### config.mk
export PLATFORM = sky130hd
export DESIGN_NAME = geofence_poly_flat
export DESIGN_NICKNAME = d
export VERILOG_FILES = /design/src/rtl/geofence_poly_if.sv /design/src/rtl/geofence_poly.sv /design/src/flat_wrapper.sv
export SDC_FILE = /design/constraint.sdc
export NUM_CORES = 1
export LEC_CHECK = 0
export CAP_MARGIN = 20
export CELL_PAD_IN_SITES_DETAIL_PLACEMENT = 1
export CELL_PAD_IN_SITES_GLOBAL_PLACEMENT = 1
export CORE_MARGIN = 8
export CORE_UTILIZATION = 53
export CTS_BUF_LIST = sky130_fd_sc_hd__clkbuf_4
export DETAILED_ROUTE_END_ITERATION = 8
export PLACE_DENSITY = 0.9
export SETUP_SLACK_MARGIN = 0.4
export SLEW_MARGIN = 20
export SYNTH_ARGS = -nofsm -noshare
export SYNTH_HDL_FRONTEND = slang
export SYNTH_SLANG_ARGS = --single-unit
### constraint.sdc
create_clock -name clk -period 8.4 [get_ports clk]
set_input_delay 1.68 -clock clk [delete_from_list [all_inputs] [get_ports clk]]
set_output_delay 1.68 -clock clk [all_outputs]
set_load 0.05 [all_outputs]
### src/rtl/geofence_poly_if.sv
// Point/result bus for geofence_poly; carries on_edge only when GEOFENCE_EDGE_EN is defined.
interface geofence_poly_if #(
  parameter int COORD_W = 10
);
  logic [COORD_W-1:0] X;
  logic [COORD_W-1:0] Y;
  logic               in_valid;
  logic               in_ready;
  logic               valid;
  logic               is_inside;
`ifdef GEOFENCE_EDGE_EN
  logic               on_edge;
  modport master (output X, Y, in_valid, input in_ready, valid, is_inside, on_edge);
  modport slave  (input X, Y, in_valid, output in_ready, valid, is_inside, on_edge);
`else
  modport master (output X, Y, in_valid, input in_ready, valid, is_inside);
  modport slave  (input X, Y, in_valid, output in_ready, valid, is_inside);
`endif
endinterface

### src/rtl/geofence_poly.sv
// Point-in-convex-polygon test; valid 3*((N-1)(N-2)/2+N)+1 cycles after the last vertex, GEOFENCE_EDGE_EN adds on_edge.
// Backpressure: in_ready is high only in LOAD, so no point is taken from the cycle after the last vertex until after valid.
module geofence_poly #(
  parameter int COORD_W  = 10,
  parameter int NUM_VERT = 6
) (
  input  logic           clk,
  input  logic           reset_n,
  geofence_poly_if.slave bus
);
  localparam int DW = COORD_W + 1;
  localparam int PW = 2 * COORD_W + 2;
  localparam int RW = 2 * COORD_W + 3;
  localparam int IW = $clog2(NUM_VERT);
  localparam int CW = $clog2(NUM_VERT + 1);
  localparam logic [IW-1:0] LAST_V = IW'(NUM_VERT - 1);
  localparam logic [IW-1:0] LAST_I = IW'(NUM_VERT - 2);

  generate
    if (NUM_VERT < 3) begin : g_bad_num_vert
      $error("geofence_poly: NUM_VERT must be >= 3");
    end
  endgenerate

  typedef enum logic [1:0] {LOAD, SORT, TEST, DONE} state_t;
  state_t state, state_nxt;

  logic [COORD_W-1:0]   tx, ty;
  logic [COORD_W-1:0]   vx [NUM_VERT];
  logic [COORD_W-1:0]   vy [NUM_VERT];
  logic [CW-1:0]        ld_cnt;
  logic [IW-1:0]        idx_a, idx_b, idx_m, ld_idx;
  logic [1:0]           ph;
  logic signed [DW-1:0] ax_d, ay_d, bx_d, by_d, ax_q, ay_q, bx_q, by_q, mul_l, mul_r;
  logic signed [PW-1:0] mul_lx, mul_rx, prod, p1_q;
  logic signed [RW-1:0] r;
  logic                 accept, load_last, cmp_end, sort_last, test_last, r_ge, any_ge, is_inside_q;
`ifdef GEOFENCE_EDGE_EN
  logic                 r_zero, any_gt, any_eq, on_edge_q;
  assign r_zero = (r == '0);
`endif

  function automatic logic signed [DW-1:0] diff(input logic [COORD_W-1:0] a, input logic [COORD_W-1:0] b);
    return $signed({1'b0, a}) - $signed({1'b0, b});
  endfunction

  assign accept    = bus.in_valid && (state == LOAD);
  assign load_last = (ld_cnt == CW'(NUM_VERT));
  assign ld_idx    = IW'(ld_cnt - CW'(1));
  assign cmp_end   = (ph == 2'd2);
  assign sort_last = (idx_a == LAST_I) && (idx_b == LAST_V);
  assign test_last = (idx_a == LAST_V);
  assign idx_m     = test_last ? '0 : idx_a + IW'(1);

  // SORT compares both vertices about V0; TEST pairs (Vk-T) with edge Vk->Vm.
  always_comb begin
    if (state == SORT) begin
      ax_d = diff(vx[idx_a], vx[0]);
      ay_d = diff(vy[idx_a], vy[0]);
      bx_d = diff(vx[idx_b], vx[0]);
      by_d = diff(vy[idx_b], vy[0]);
    end else begin
      ax_d = diff(vx[idx_a], tx);
      ay_d = diff(vy[idx_a], ty);
      bx_d = diff(vx[idx_m], vx[idx_a]);
      by_d = diff(vy[idx_m], vy[idx_a]);
    end
  end

  // One multiplier: ax*by in phase 1, bx*ay in phase 2.
  assign mul_l  = (ph == 2'd1) ? ax_q : bx_q;
  assign mul_r  = (ph == 2'd1) ? by_q : ay_q;
  assign mul_lx = {{(PW-DW){mul_l[DW-1]}}, mul_l};
  assign mul_rx = {{(PW-DW){mul_r[DW-1]}}, mul_r};
  assign prod   = mul_lx * mul_rx;
  assign r      = {p1_q[PW-1], p1_q} - {prod[PW-1], prod};
  assign r_ge   = ~r[RW-1];

  always_ff @(posedge clk or negedge reset_n) begin
    if (!reset_n) state <= LOAD;
    else          state <= state_nxt;
  end

  always_comb begin
    state_nxt = state;
    case (state)
      LOAD:    if (accept && load_last)    state_nxt = SORT;
      SORT:    if (cmp_end && sort_last)   state_nxt = TEST;
      TEST:    if (cmp_end && test_last)   state_nxt = DONE;
      default:                             state_nxt = LOAD;
    endcase
  end

  always_comb begin
    bus.in_ready  = (state == LOAD);
    bus.valid     = (state == DONE);
    bus.is_inside = is_inside_q;
`ifdef GEOFENCE_EDGE_EN
    bus.on_edge   = on_edge_q;
`endif
  end

  always_ff @(posedge clk or negedge reset_n) begin
    if (!reset_n) begin
      tx <= '0; ty <= '0; ld_cnt <= '0; idx_a <= '0; idx_b <= '0; ph <= '0;
      ax_q <= '0; ay_q <= '0; bx_q <= '0; by_q <= '0; p1_q <= '0;
      any_ge <= 1'b0; is_inside_q <= 1'b0;
`ifdef GEOFENCE_EDGE_EN
      any_gt <= 1'b0; any_eq <= 1'b0; on_edge_q <= 1'b0;
`endif
      for (int i = 0; i < NUM_VERT; i++) begin
        vx[i] <= '0;
        vy[i] <= '0;
      end
    end else begin
      case (state)
        LOAD: begin
          ph     <= '0;
          any_ge <= 1'b0;
`ifdef GEOFENCE_EDGE_EN
          any_gt <= 1'b0;
          any_eq <= 1'b0;
`endif
          if (accept) begin
            if (ld_cnt == '0) begin
              tx <= bus.X;
              ty <= bus.Y;
            end else begin
              vx[ld_idx] <= bus.X;
              vy[ld_idx] <= bus.Y;
            end
            ld_cnt <= load_last ? '0 : ld_cnt + CW'(1);
            if (load_last) begin
              idx_a <= IW'(1);
              idx_b <= IW'(2);
            end
          end
        end
        SORT, TEST: begin
          ph <= cmp_end ? 2'd0 : ph + 2'd1;
          if (ph == 2'd0) begin
            ax_q <= ax_d; ay_q <= ay_d; bx_q <= bx_d; by_q <= by_d;
          end
          if (ph == 2'd1) p1_q <= prod;
          if (cmp_end && state == SORT) begin
            if (r_ge) begin
              vx[idx_a] <= vx[idx_b]; vx[idx_b] <= vx[idx_a];
              vy[idx_a] <= vy[idx_b]; vy[idx_b] <= vy[idx_a];
            end
            if (sort_last) begin
              idx_a <= '0;
            end else if (idx_b == LAST_V) begin
              idx_a <= idx_a + IW'(1);
              idx_b <= idx_a + IW'(2);
            end else begin
              idx_b <= idx_b + IW'(1);
            end
          end
          if (cmp_end && state == TEST) begin
            any_ge <= any_ge | r_ge;
`ifdef GEOFENCE_EDGE_EN
            any_gt <= any_gt | (r_ge & ~r_zero);
            any_eq <= any_eq | r_zero;
`endif
            if (test_last) begin
              is_inside_q <= ~(any_ge | r_ge);
`ifdef GEOFENCE_EDGE_EN
              on_edge_q   <= ~(any_gt | (r_ge & ~r_zero)) & (any_eq | r_zero);
`endif
            end else begin
              idx_a <= idx_a + IW'(1);
            end
          end
        end
        default: begin
          idx_a <= '0;
          idx_b <= '0;
        end
      endcase
    end
  end
endmodule

### src/flat_wrapper.sv
// flat-port wrapper written by rule: the top's interface ports become plain ports
module geofence_poly_flat 
#(
  parameter int COORD_W  = 10,
  parameter int NUM_VERT = 6
)
  (clk, reset_n, bus_X, bus_Y, bus_in_valid, bus_in_ready, bus_valid, bus_is_inside);
  geofence_poly_if #(.COORD_W(COORD_W)) bus_i ();
  input  logic clk;
  input  logic reset_n;
  input wire logic [$bits(bus_i.X)-1:0] bus_X;
  input wire logic [$bits(bus_i.Y)-1:0] bus_Y;
  input wire logic [$bits(bus_i.in_valid)-1:0] bus_in_valid;
  output wire logic [$bits(bus_i.in_ready)-1:0] bus_in_ready;
  output wire logic [$bits(bus_i.valid)-1:0] bus_valid;
  output wire logic [$bits(bus_i.is_inside)-1:0] bus_is_inside;
  assign bus_i.X = bus_X;
  assign bus_i.Y = bus_Y;
  assign bus_i.in_valid = bus_in_valid;
  assign bus_in_ready = bus_i.in_ready;
  assign bus_valid = bus_i.valid;
  assign bus_is_inside = bus_i.is_inside;
  geofence_poly #(.COORD_W(COORD_W), .NUM_VERT(NUM_VERT)) u_core (.clk(clk), .reset_n(reset_n), .bus(bus_i));
endmodule
==> summary.txt, run 1 <==
Max stage delay on crit path - 0.54 ns
DP HPWL - 56.1 mm
CORE AREA - 41700 sq um
CP max FO - 7
Pin count of the biggest net entering global routing - 116
Rows - 75
Syn Area/Cell - 9.54 sq um
CP startpoint kind - register
Status - finished clean
Worst Setup Path Type - register to register
Multi-input logic area - 15900 sq um
Final number of hold-violating endpoints - 0
CTS tree - built
IO Count - 26
Commonest cells post-synth - inv_1, dfrtp_1, nand2_1, mux2_2, ha_1
Top-count cell post-synth - inv_1
CP max-delay cell - fa_1
Worst slew pin tran - 1.28 ns
Async S/R FF share, synth - 100%
Initial DRC Count - 2762
Leading area contributor after synthesis - dfrtp_1
Critical Path AT - 8.88 ns
CP Launch Point - u_core.ph[1]
Final slew viol count - 0
Rel. slew slack - 14.3%
WL final - 92.3 mm
Worst hold path startpoint - u_core.ay_q[10]
Initial antenna violation count - 5
Sequential cell area - 5540 sq um
Sequential share of the synthesized area - 24.9%
Synth top area cells - dfrtp_1, fa_1, mux2_2
Hold-fix buffers, CTS - 0
Distinct cells, synth - 67
Skew final - 0.109 ns
RSZ-0062 raised after global routing - yes
Vias in the first global route - 22500
Final hold slack - 0.478 ns
DR vias/cell - 7.19
Crit path time final - 8.22 ns
Req. time, crit path - 9.06 ns
Cell Area, Placed - 23100 sq um
Final worst-path setup slack - 0.178 ns
Synthesized flop and latch total - 221
Mux cell area share after synthesis - 18.0%
Max Fclk - 122 MHz
Root Driver - clkbuf_4
Ys flop type - dfrtp_1
Clock transition at path regs - 0.07 ns
Hold path cells - 2
Avg WL per Cell - 30.8 microns
First-pass GRT wire length - 131 mm
Yosys top cell area share - 24.9%
Final Net Count - 2707
Post-synthesis adder-cell area fraction - 19.3%
Max-cap check violation count - 0
Clock latency on the worst-skew pair - 0.87 ns
Final worst path period share - 97.9%
CP dominant cell by count - buf_4
Worst hold path class - register to register
FF-to-FF path depth - 35
Drt pass-1 iters - 8
Compound-Gate Fraction of Synth Area - 19.7%
Post-Place Worst Slack - -0.0531 ns
Antenna-violating nets left - 0
Reg2Reg Launch Point - u_core.ph[1]
Residual DRC - 0
Synth-to-Final Area Change - 14.7%
Grt total ovfl - 0
GPL Wtd Cong - 0.968
CTS max path bufs - 3
CTS Buf Count - 67
Synth warn - 0
Number of enable flip-flop cells after synthesis - 0
Die Y - 221 microns
Xor/xnor cell area share of the yosys netlist - 2.33%
Depth of the CTS H-tree - 3
Vias - 21500
Endpoint class of the critical path - register
Layout cells sized above 1 - 24.0%
Initial Util - 53.3%
Port bufs - 25
Gr usage total - 35.2%
Fin area - 25500 sq um
Largest family of logic cells by synthesized area - compound AO/OA/AOI/OAI gates
Simple-gate share of the synthesized area - 8.82%
Synth Instances - 2329
Final setup violation count - 0
Synthesized cell area - 22200 sq um
Clock sink total - 221
Die ar. - 48700 sq um
FILL cells - 4553
Die X - 221 microns
Mapped Nets - 2621
-- area by class of cell --
| cell class | instances | share of cell area (%) |
|---|---|---|
| tap | 539 | 2.65 |
| timing repair buffer | 159 | 6.37 |
| clock inverter | 18 | 0.525 |
| sequential | 221 | 21.7 |
| inverter | 241 | 3.57 |
| antenna | 6 | 0.0589 |
| multi-input combinational | 1725 | 62.5 |
| clock buffer | 89 | 2.62 |
-- metal layers --
metal / global-route usage, % / wire (microns)
met1: 38.7 / 30800
met2: 57.5 / 42300
met3: 11.2 / 10500
met4: 24.5 / 8580
met5: 0 / 34
-- cells in the final DEF (no fill, tap or decap), types with 80 or more instances in the layout --
master,count
o22ai_1,141
fa_1,119
clkbuf_4,89
ha_1,130
nor2_1,113
a22o_1,103
o21ai_0,113
nand2_1,178
mux2_2,140
dfrtp_1,218
mux2i_1,80
inv_1,233
buf_4,97
-- path summary, 6_finish.rpt --
| check | to | slack (ns) |
|---|---|---|
| max in group asynchronous | u_core.idx_a[0] | 5.99 |
| max reg2reg | u_core.vy[8] | 0.18 |
| min in group asynchronous | u_core.p1_q[10] | 0.93 |
| min reg2reg | u_core.ay_q[10] | 0.48 |
| max | u_core.vy[8] | 0.18 |
| min | u_core.ay_q[10] | 0.48 |
-- registers in the layout, summed over array words and instances, names as in the netlist --
| signal | count |
|---|---|
| u_core.vy | 60 |
| u_core.ty | 10 |
| u_core.any_ge | 1 |
| u_core.ph | 2 |
| u_core.idx_a | 3 |
| u_core.tx | 10 |
| u_core.ld_cnt | 3 |
| u_core.ay_q | 11 |
| u_core.idx_b | 3 |
| u_core.by_q | 11 |
| u_core.state | 2 |
| u_core.bx_q | 11 |
| u_core.vx | 60 |
| u_core.p1_q | 22 |
| u_core.bus.is_inside | 1 |
| u_core.ax_q | 11 |
-- worst max-delay path: cells and delay by family (launching register included) --
kind | cells | cell delay, ns
buffers and inverters | 13 | 1.79
multiplexers | 2 | 0.65
XOR/XNOR | 1 | 0.35
flip-flops | 1 | 0.43
AND/OR/NAND/NOR | 5 | 0.71
AO/OA/AOI/OAI | 7 | 1.30
adder cells (fa/ha/maj) | 7 | 2.84
-- timing repair --
action                     in CTS  in global routing
gates cloned                    4                  8
pin swaps                      14                 26
setup buffers                  19                 42
setup endpoints to repair     120                120
gates resized for setup        41                132
-- cells by family after synthesis --
| family | count (synthesis) |
|---|---|
| compound gates | 626 |
| fa+ha+maj | 269 |
| buf+inv | 385 |
| simple gates | 442 |
| flops | 221 |
| mux | 327 |
| xor+xnor | 59 |
-- metrics by stage --
step | TNS [ns] | utilization, % | cells
global route | -1.11 | 61.2 | 2996
detailed placement | -0.915 | 55.5 | 2811
floorplan | 0 | - | 2329
global placement | 0 | 55.5 | 2811
CTS | 0 | 58.5 | 2941
finish | 0 | 61.2 | 2998
Power of run 1 is left out: the tool's default activity adds up to more than one toggle a clock period on the data nets, which glitch-free logic cannot reach.
==> inputs of run 2 (changes only) <==
==> constraint.sdc (replaced) <==
create_clock -name clk -period 8.4 [get_ports clk]
set_input_delay 0.84 -clock clk [delete_from_list [all_inputs] [get_ports clk]]
set_output_delay 0.84 -clock clk [all_outputs]
set_load 0.05 [all_outputs]
==> results of run 2 <==
The final DEF is identical to that of run 1. Status: finished clean.
Among the figures that moved: hold slack 0.478 ns -> 0.0854 ns
Power of run 2 is left out for the same reason.
